==> config.mk <==
export PLATFORM = sky130hd
export DESIGN_NAME = sr_input_conditioner
export DESIGN_NICKNAME = d
export VERILOG_FILES = /design/src/rtl/sr_input_conditioner.sv
export SDC_FILE = /design/constraint.sdc
export NUM_CORES = 1
export LEC_CHECK = 0
export ABC_AREA = 1
export CAP_MARGIN = 0
export CORE_MARGIN = 2
export CORE_UTILIZATION = 25
export CTS_CLUSTER_DIAMETER = 120
export DETAILED_ROUTE_END_ITERATION = 10
export PLACE_DENSITY_LB_ADDON = 0.05
export SYNTH_ARGS = -nofsm -noshare
export SYNTH_HDL_FRONTEND = slang
export SYNTH_SLANG_ARGS = --single-unit
==> constraint.sdc <==
create_clock -name clk -period 2.2 [get_ports clk]
set_input_delay 0.55 -clock clk [delete_from_list [all_inputs] [get_ports clk]]
set_output_delay 0.55 -clock clk [all_outputs]
set_load 0.02 [all_outputs]
==> src/rtl/sr_input_conditioner.sv <==
// -----------------------------------------------------------------------------
// sr_input_conditioner
//
// Purpose:
//   Turns two raw, bouncing push buttons (set / clear) into clean, timed
//   command pulses for a downstream SR latch. Each button is synchronized,
//   debounced and edge-detected. A small FSM then turns each accepted request
//   into a fixed-length s/en or r/en pulse, followed by a hold-off gap.
//
// Handshake / interface semantics:
//   There is no valid/ready pair on this block. Each debounced rising edge is
//   a one-cycle request. The FSM takes a request only while it is IDLE.
//   Requests that arrive while it is busy are dropped and are not queued.
//   If both requests arrive in the same cycle, both are rejected and conflict
//   pulses for one cycle.
//
// Ports:
//   clk        in   1  single clock, rising edge
//   reset      in   1  asynchronous, active-high clear of all state
//   set_btn    in   1  raw set push button (asynchronous, may bounce)
//   clr_btn    in   1  raw clear push button (asynchronous, may bounce)
//   s          out  1  registered set drive (only with en)
//   r          out  1  registered reset drive (only with en)
//   en         out  1  registered latch enable
//   busy       out  1  registered, high whenever the FSM is not IDLE
//   conflict   out  1  registered one-cycle pulse on a rejected set+clear
//   cmd_count  out  8  registered count of issued commands, wraps 255 -> 0
//
// Parameters (legal 1..255):
//   DB_CYCLES  consecutive mismatch cycles before a debounced level toggles
//   PULSE_LEN  cycles s or r is held with en per command
//   HOLDOFF    idle cycles after each pulse before a new command is taken
//
// The FSM state is held in the internal signal 'state' (type state_t).
// Checkers can bind to that name.
// -----------------------------------------------------------------------------
module sr_input_conditioner #(
    parameter int unsigned DB_CYCLES = 4,
    parameter int unsigned PULSE_LEN = 2,
    parameter int unsigned HOLDOFF   = 4
) (
    input  logic       clk,
    input  logic       reset,
    input  logic       set_btn,
    input  logic       clr_btn,
    output logic       s,
    output logic       r,
    output logic       en,
    output logic       busy,
    output logic       conflict,
    output logic [7:0] cmd_count
);

    // Terminal values for the 8-bit counters. Each counter counts from 0, so
    // the last cycle of an N-cycle interval is seen at count N-1.
    localparam logic [7:0] DB_LAST    = 8'(DB_CYCLES - 1);
    localparam logic [7:0] PULSE_LAST = 8'(PULSE_LEN - 1);
    localparam logic [7:0] HOLD_LAST  = 8'(HOLDOFF - 1);

    // Index 0 = set button, index 1 = clear button.
    localparam int SET_IDX = 0;
    localparam int CLR_IDX = 1;

    typedef enum logic [1:0] {
        IDLE      = 2'd0,
        DRIVE_SET = 2'd1,
        DRIVE_CLR = 2'd2,
        HOLD      = 2'd3
    } state_t;

    // -------------------------------------------------------------------------
    // Input conditioning: 2-flop synchronizer, debouncer, rising-edge detect
    // -------------------------------------------------------------------------
    logic [1:0] sync_meta;     // first synchronizer stage (may go metastable)
    logic [1:0] sync_q;        // second synchronizer stage (safe to use)
    logic [1:0] level;         // debounced level
    logic [1:0] level_d;       // delayed copy of level for edge detection
    logic [7:0] db_cnt [2];    // per-button mismatch run length
    logic [1:0] req;           // one-cycle request pulses

    always_ff @(posedge clk or posedge reset) begin
        if (reset) begin
            sync_meta <= 2'b00;
            sync_q    <= 2'b00;
            level     <= 2'b00;
            level_d   <= 2'b00;
            for (int i = 0; i < 2; i++) begin
                db_cnt[i] <= 8'd0;
            end
        end else begin
            // The raw buttons are used here and nowhere else.
            sync_meta <= {clr_btn, set_btn};
            sync_q    <= sync_meta;
            level_d   <= level;
            for (int i = 0; i < 2; i++) begin
                if (sync_q[i] != level[i]) begin
                    // The run length includes the current mismatch cycle. So
                    // the level toggles on the DB_CYCLES-th consecutive
                    // mismatch, and the count restarts on the same edge.
                    if (db_cnt[i] == DB_LAST) begin
                        level[i]  <= ~level[i];
                        db_cnt[i] <= 8'd0;
                    end else begin
                        db_cnt[i] <= db_cnt[i] + 8'd1;
                    end
                end else begin
                    // Any agreement means the input was bouncing, so start over.
                    db_cnt[i] <= 8'd0;
                end
            end
        end
    end

    // A request is a press only. A debounced release generates nothing.
    assign req = level & ~level_d;

    logic set_req;
    logic clr_req;
    assign set_req = req[SET_IDX];
    assign clr_req = req[CLR_IDX];

    // -------------------------------------------------------------------------
    // Command FSM: state register
    // -------------------------------------------------------------------------
    state_t     state;
    state_t     state_next;
    logic [7:0] phase;           // cycles spent in the current DRIVE_*/HOLD
    logic [7:0] phase_next;
    logic       conflict_next;
    logic [7:0] count_next;

    always_ff @(posedge clk or posedge reset) begin
        if (reset) begin
            state <= IDLE;
            phase <= 8'd0;
        end else begin
            state <= state_next;
            phase <= phase_next;
        end
    end

    // -------------------------------------------------------------------------
    // Command FSM: next-state logic
    // -------------------------------------------------------------------------
    always_comb begin
        state_next    = state;
        phase_next    = phase;
        conflict_next = 1'b0;
        count_next    = cmd_count;

        case (state)
            IDLE: begin
                phase_next = 8'd0;
                if (set_req && clr_req) begin
                    // An ambiguous command is rejected. Nothing is issued or
                    // counted.
                    conflict_next = 1'b1;
                end else if (set_req) begin
                    state_next = DRIVE_SET;
                    count_next = cmd_count + 8'd1;
                end else if (clr_req) begin
                    state_next = DRIVE_CLR;
                    count_next = cmd_count + 8'd1;
                end
            end

            DRIVE_SET, DRIVE_CLR: begin
                if (phase == PULSE_LAST) begin
                    state_next = HOLD;
                    phase_next = 8'd0;
                end else begin
                    phase_next = phase + 8'd1;
                end
            end

            HOLD: begin
                // Requests that pulse during this state are dropped here.
                // Only IDLE looks at req.
                if (phase == HOLD_LAST) begin
                    state_next = IDLE;
                    phase_next = 8'd0;
                end else begin
                    phase_next = phase + 8'd1;
                end
            end

            default: begin
                state_next = IDLE;
                phase_next = 8'd0;
            end
        endcase
    end

    // -------------------------------------------------------------------------
    // Registered outputs
    // -------------------------------------------------------------------------
    // The outputs are decoded from state_next. This lets them change on the
    // same edge that enters the state, while still coming straight from flops.
    // s and r each decode a single distinct state, so they can never both be
    // 1. Each of them implies en.
    always_ff @(posedge clk or posedge reset) begin
        if (reset) begin
            s         <= 1'b0;
            r         <= 1'b0;
            en        <= 1'b0;
            busy      <= 1'b0;
            conflict  <= 1'b0;
            cmd_count <= 8'd0;
        end else begin
            s         <= (state_next == DRIVE_SET);
            r         <= (state_next == DRIVE_CLR);
            en        <= (state_next == DRIVE_SET) || (state_next == DRIVE_CLR);
            busy      <= (state_next != IDLE);
            conflict  <= conflict_next;
            cmd_count <= count_next;
        end
    end

endmodule

# ---- Yosys cells after proc, flatten, opt, wreduce, memory -nomap -nowiden
# Index checks and enable logic that the tools add are counted.
dict set report totals {
  reg_bits 47
  in_bits 4
  out_inout_bits 13
  wordCells 61
}
dict set report op_classes {
  n_addsub 4
  eq_ne 11
  n_mux 17
  n_bitwise 5
  n_reduce_logical 9
}
# op count
set op_table {}
lappend op_table {{$mux 8} 8}
lappend op_table {{$add 8x1->8 const B} 4}
lappend op_table {{$eq 8x2->1 const B} 3}
lappend op_table {{$pmux 8 s3} 1}
lappend op_table {{$mux 2} 5}
lappend op_table {{$eq 8x1->1 const B} 1}
lappend op_table {{$eq 2x2->1 const B} 3}
lappend op_table {{$pmux 2 s3} 1}
lappend op_table {{$eq 2x1->1 const B} 2}
lappend op_table {{$reduce_and 2->1} 2}
lappend op_table {{$reduce_bool 2->1} 2}
lappend op_table {{$not 1->1} 3}
lappend op_table {{$reduce_and 3->1} 1}
lappend op_table {{$and 2x2->2} 1}
lappend op_table {{$logic_not 2->1} 1}
lappend op_table {{$mux 1} 2}
lappend op_table {{$ne 1x1->1} 2}
lappend op_table {{$not 2->2} 1}
lappend op_table {{$reduce_or 2->1} 1}
lappend op_table {{$logic_and 1x1->1} 1}
lappend op_table {{$logic_or 1x1->1} 1}

# ---- Depth between registers and ports, before layout
dict set report depth {
  ltp_word 8
  ltp_mapped 11
  ltp_nobuf 11
}

# ---- Worst setup path after synthesis
# Ideal clock, no wire load.
dict set report synth_path {
  path_kind {reg2reg}
  start {register level[1]}
  end {register en}
  setup_ns 0.126
  t_arrival_ns 1.469
  required_time_ns 2.074
  setup_slack_ns 0.606
  stages_incl_launch_ff 10
  synth_period_minus_slack_ns 1.594
  path_cell_list {dfrtp_1 > nand2_1 > inv_1 > ha_1 > o31ai_1 > inv_1 > nand2_1 > nand2_1 > inv_1 > ha_1}
}
dict set report synth_via {
  elab_chain_cells 7
}
# item line
set synth_rtl {}
lappend synth_rtl {{from (decl)} 76} ;# logic [1:0] level;
lappend synth_rtl {{from (signal, indexed assignment)} 101} ;# level[i] <= ~level[i];
lappend synth_rtl {{$and 2x2->2 *} 115} ;# assign req = level & ~level_d;
lappend synth_rtl {{$mux 2} 161} ;# end else if (clr_req) begin
lappend synth_rtl {{$mux 2} 158} ;# end else if (set_req) begin
lappend synth_rtl {{$mux 2 *} 154} ;# if (set_req && clr_req) begin
lappend synth_rtl {{$pmux 2 s3 *} 151} ;# case (state)
lappend synth_rtl {{via state_next[1]} 126} ;# state_t state_next;
lappend synth_rtl {{$eq 2x1->1 or $eq 2x2->1 (tied branches)} 212} ;# en <= (state_next == DRIVE_SET) || (state_next == DRIVE_CLR);
lappend synth_rtl {{$logic_or 1x1->1 *} 212}
lappend synth_rtl {{to (signal assigned)} 212}
lappend synth_rtl {{to (decl)} 48} ;# output logic en,
# Mark *: on every way through the listed nets, which the timed path passes. The rest lies on a longest branch.
# A chain may end at the register's enable or synchronous reset.

# ---- Worst setup path in the final report
dict set report layout_path {
  start {register cmd_count[3]}
  end {output cmd_count[3]}
}
# item line
set layout_rtl {}
lappend layout_rtl {{from (decl)} 51} ;# output logic [7:0] cmd_count
lappend layout_rtl {{from (signal assigned)} 215} ;# cmd_count <= count_next;
# No word-level cell between the ends.

==> flow_metrics.tcl <==
set metrics [dict create \
    diodes_inserted 0 \
    pwr-share-seq 0.440 \
    placement.cell_area_um2 2519 \
    design.die.area_um2 9580 \
    timing.critical_path.fanout_max 5 \
    yosysWarnings 0 \
    tritoncts "done" \
    non_filler_cell_area_final_um2 2606 \
    start_util 0.2551 \
    cp_slowest_stage_delay_ps 640 \
    synth-xor-area-share 0.07553 \
    critical_path.reg2reg.endpoint "en$_DFF_PP0_" \
    numPlacedInstances 363 \
    setup_tns_ps 0 \
    number_of_stages_on_the_worst_hold_path 0 \
    worst_slack_ps 270.5 \
    run_status "completed" \
    timing.max_cap.violations 0 \
    post_synth.cell_area_avg_um2 9.258 \
    average_wire_length_per_cell_after_detail_routing_um 10.44 \
    detailed_place_hpwl_um 2798 \
    synth_simple_gate_area_share 0.2266 \
    cts.sink_count 47 \
    worst_ep_arrival_time_ps 1380 \
    post_synth_mux_area_share 0 \
    register_bit_count_reported_by_yosys 47 \
    min_path_type "flop to flop" \
    post_synth_main_area_contributors "sky130_fd_sc_hd__dfrtp_1 53%, sky130_fd_sc_hd__nand2_1 7.0%, sky130_fd_sc_hd__ha_1 6.8%" \
    drc_violation_count_after_routing 0 \
    postRouteAntennaNets 0 \
    global_route_wire_length_before_repair_um 7058 \
    hp-start "sync_meta[1]$_DFF_PP0_" \
    dominant_combinational_cell_family_by_area_after_synthesis "simple AND/OR/NAND/NOR gates" \
    worst_path_bufs_invs 1 \
    dp_worst_setup_slack_ps 458.4 \
    switching_share_of_total_power 0.3777 \
    combinationalPowerShare 0.366 \
    netlist.area_leader.share 0.5338 \
    synth_fa_ha_area_frac 0.06814 \
    core_region_area_um2 8636 \
    fill_cells 935 \
    die_w_um 97.88 \
    h_tree_depth 2 \
    clock_tree.root_cell "sky130_fd_sc_hd__clkbuf_8" \
    cpLargestDelayFamily "buffers and inverters" \
    std_cell_rows 34 \
    seq_area_frac_synth 0.5338 \
    worst_setup_sp_type "flop" \
    track_usage 0.09099 \
    worstRegToRegCells 9 \
    worst_hold_slack_ps 354.6 \
    setup_slack_reg_to_reg_ps 470 \
    cts.hold.buffers_added 0 \
    critPathRequiredTime_ps 1650 \
    report.final.setup_viol 0 \
    clkLatencyLatePin_ps 290 \
    vias_per_cell 4.095 \
    initial_antenna_violation_count 0 \
    finalCritPeriodShare 0.8771 \
    critical_path.endpoint_type "output port" \
    top_level_ports 17 \
    area_fraction_in_compound_gates_after_synthesis 0.04145 \
    rsz0062_at_grt "no" \
    globalplace.congestion 0.7262 \
    num-nets-final 278 \
    numPortBuffers 16 \
    number_of_global_route_vias_before_repair 1528 \
    final-max-slew-violation-count 0 \
    synth.largest_area_cell "sky130_fd_sc_hd__dfrtp_1" \
    finalWirelength_um 3864 \
    drive_above_1_share 0.07634 \
    synth.net_count 254 \
    finalCoreUtilization 0.3018 \
    area_growth_pct 18.29 \
    clk_pin_slew_worst_paths_ps 80 \
    fin_worst_skew_ps 4.522 \
    critical_path_class "flop to output port" \
    power.density_cell_area_nw_per_um2 1036 \
    overflow 0 \
    ys_types 21 \
    num_vias 1515 \
    post-route-min-period_ps 1930 \
    clock_power_share 0.194 \
    irDropWorstVdd_mv 0.2901 \
    hold_viol 0 \
    max_slew_margin 0.8290 \
    switching_power_mw 1.020 \
    max_freq_ghz 0.5183 \
    intPower_mw 1.680 \
    worst-slew-pin-transition_ps 256.5 \
    timing.critical_path.cells "clkdlybuf4s50_1" \
    stdcell_count 370 \
    cts_buffers 5 \
    static-leakage-power_nw 1.206 \
    cp_slowest_cell "sky130_fd_sc_hd__clkdlybuf4s50_1" \
    grt_start_max_net_pins 48 \
    whs_endpoint "sync_q[1]$_DFF_PP0_" \
    cts_resized 0 \
    syn-cell-area_um2 2203 \
    total_power_mw 2.699 \
    drt_iter0_drc 42 \
    postCtsSetupBuffers 0 \
    chipHeight_um 97.88 \
    cts-root-to-sink-buffers 2 \
    drt-pass1-iter-count 4 \
    synthCells 238 \
    timing.rr.start "level[1]$_DFFE_PP0P_" \
]
## worst max-delay path by stage
stage	start	endpoint	slack, ps	cells after the start
2_1_floorplan	reset	busy$_DFF_PP0_	530	1
3_3_place_gp	level[1]$_DFFE_PP0P_	en$_DFF_PP0_	500	9
3_5_place_dp	level[1]$_DFFE_PP0P_	en$_DFF_PP0_	460	9
4_1_cts	cmd_count[3]$_DFFE_PP0P_	cmd_count[3]	250	1
5_1_grt	cmd_count[3]$_DFFE_PP0P_	cmd_count[3]	200	1
6_report	cmd_count[3]$_DFFE_PP0P_	cmd_count[3]	270	1
## logic make-up (layout without fill, tap and decap cells)
| group | after synthesis | in the layout |
|---|---|---|
| buffers and inverters | 32 | 56 |
| AO/OA/AOI/OAI | 16 | 16 |
| flip-flops | 47 | 47 |
| XOR/XNOR | 19 | 19 |
| AND/OR/NAND/NOR | 112 | 112 |
| adder cells (fa/ha/maj) | 12 | 12 |
## state kept, by name, summed over array words and instances (netlist names), 2 cells and up
signal / cells
level_d: 2
phase: 8
db_cnt: 16
sync_q: 2
state: 2
sync_meta: 2
level: 2
cmd_count: 8
## Yosys cell counts
| master | number |
|---|---|
| sky130_fd_sc_hd__nand2_1 | 41 |
| sky130_fd_sc_hd__nor2_2 | 3 |
| sky130_fd_sc_hd__nand3_1 | 14 |
| sky130_fd_sc_hd__nor3b_1 | 2 |
| sky130_fd_sc_hd__nor3_1 | 4 |
| sky130_fd_sc_hd__o31ai_1 | 1 |
| sky130_fd_sc_hd__xnor2_1 | 6 |
| sky130_fd_sc_hd__nand2_2 | 2 |
| sky130_fd_sc_hd__dfrtp_1 | 47 |
| sky130_fd_sc_hd__a21oi_1 | 4 |
| sky130_fd_sc_hd__inv_1 | 32 |
| sky130_fd_sc_hd__nor2_1 | 39 |
| sky130_fd_sc_hd__nand4_1 | 2 |
| sky130_fd_sc_hd__nor3_2 | 3 |
| sky130_fd_sc_hd__o21ai_2 | 1 |
| sky130_fd_sc_hd__ha_1 | 12 |
| sky130_fd_sc_hd__o21ai_0 | 7 |
| sky130_fd_sc_hd__o21bai_1 | 1 |
| sky130_fd_sc_hd__nand3_2 | 2 |
| sky130_fd_sc_hd__xor2_1 | 13 |
| sky130_fd_sc_hd__a31oi_1 | 2 |
## layout by cell type, fill, tap and decap left out, types with 3 or more instances in the layout
cell and count:
sky130_fd_sc_hd__nand2_1 41, sky130_fd_sc_hd__nor2_2 3, sky130_fd_sc_hd__clkbuf_8 6, sky130_fd_sc_hd__ha_1 12
sky130_fd_sc_hd__xnor2_1 6, sky130_fd_sc_hd__o21ai_0 7, sky130_fd_sc_hd__clkdlybuf4s50_1 16, sky130_fd_sc_hd__inv_1 31
sky130_fd_sc_hd__nor2_1 39, sky130_fd_sc_hd__dfrtp_1 47, sky130_fd_sc_hd__a21oi_1 4, sky130_fd_sc_hd__nand3_1 14
sky130_fd_sc_hd__nor3_1 4, sky130_fd_sc_hd__xor2_1 13, sky130_fd_sc_hd__nor3_2 3
## final cells by class
cell class,count,area [µm²],share of cell area
multi-input cells,159,907.1,0.3481
clock inverters,1,5.005,0.001920
flip-flops and latches,47,1176,0.4513
clock buffers,6,82.58,0.03169
inverters,32,120.1,0.04609
well taps,108,135.1,0.05185
repair buffers,17,180.2,0.06913
## power groups by stage
stage / Combinational [mW] / Clock [mW] / Sequential, mW
6_report: 0.988 / 0.525 / 1.19
5_1_grt: 1.15 / 0.595 / 1.22
4_1_cts: 1.02 / 0.568 / 1.19
3_5_place_dp: 1.01 / 0 / 1.21
3_3_place_gp: 1.03 / 0 / 1.21
2_1_floorplan: 0.605 / 0 / 1.27
## routing by layer
layer / up-vias / wire length (µm) / GRT usage
met5: - / 0 / 0
li1: 790 / - / -
met2: 13 / 1678 / 0.1370
met4: 0 / 44 / 0.03205
met3: 2 / 113 / 0.03078
met1: 710 / 2028 / 0.1222
No activity file was read; power rests on OpenSTA's default activity.
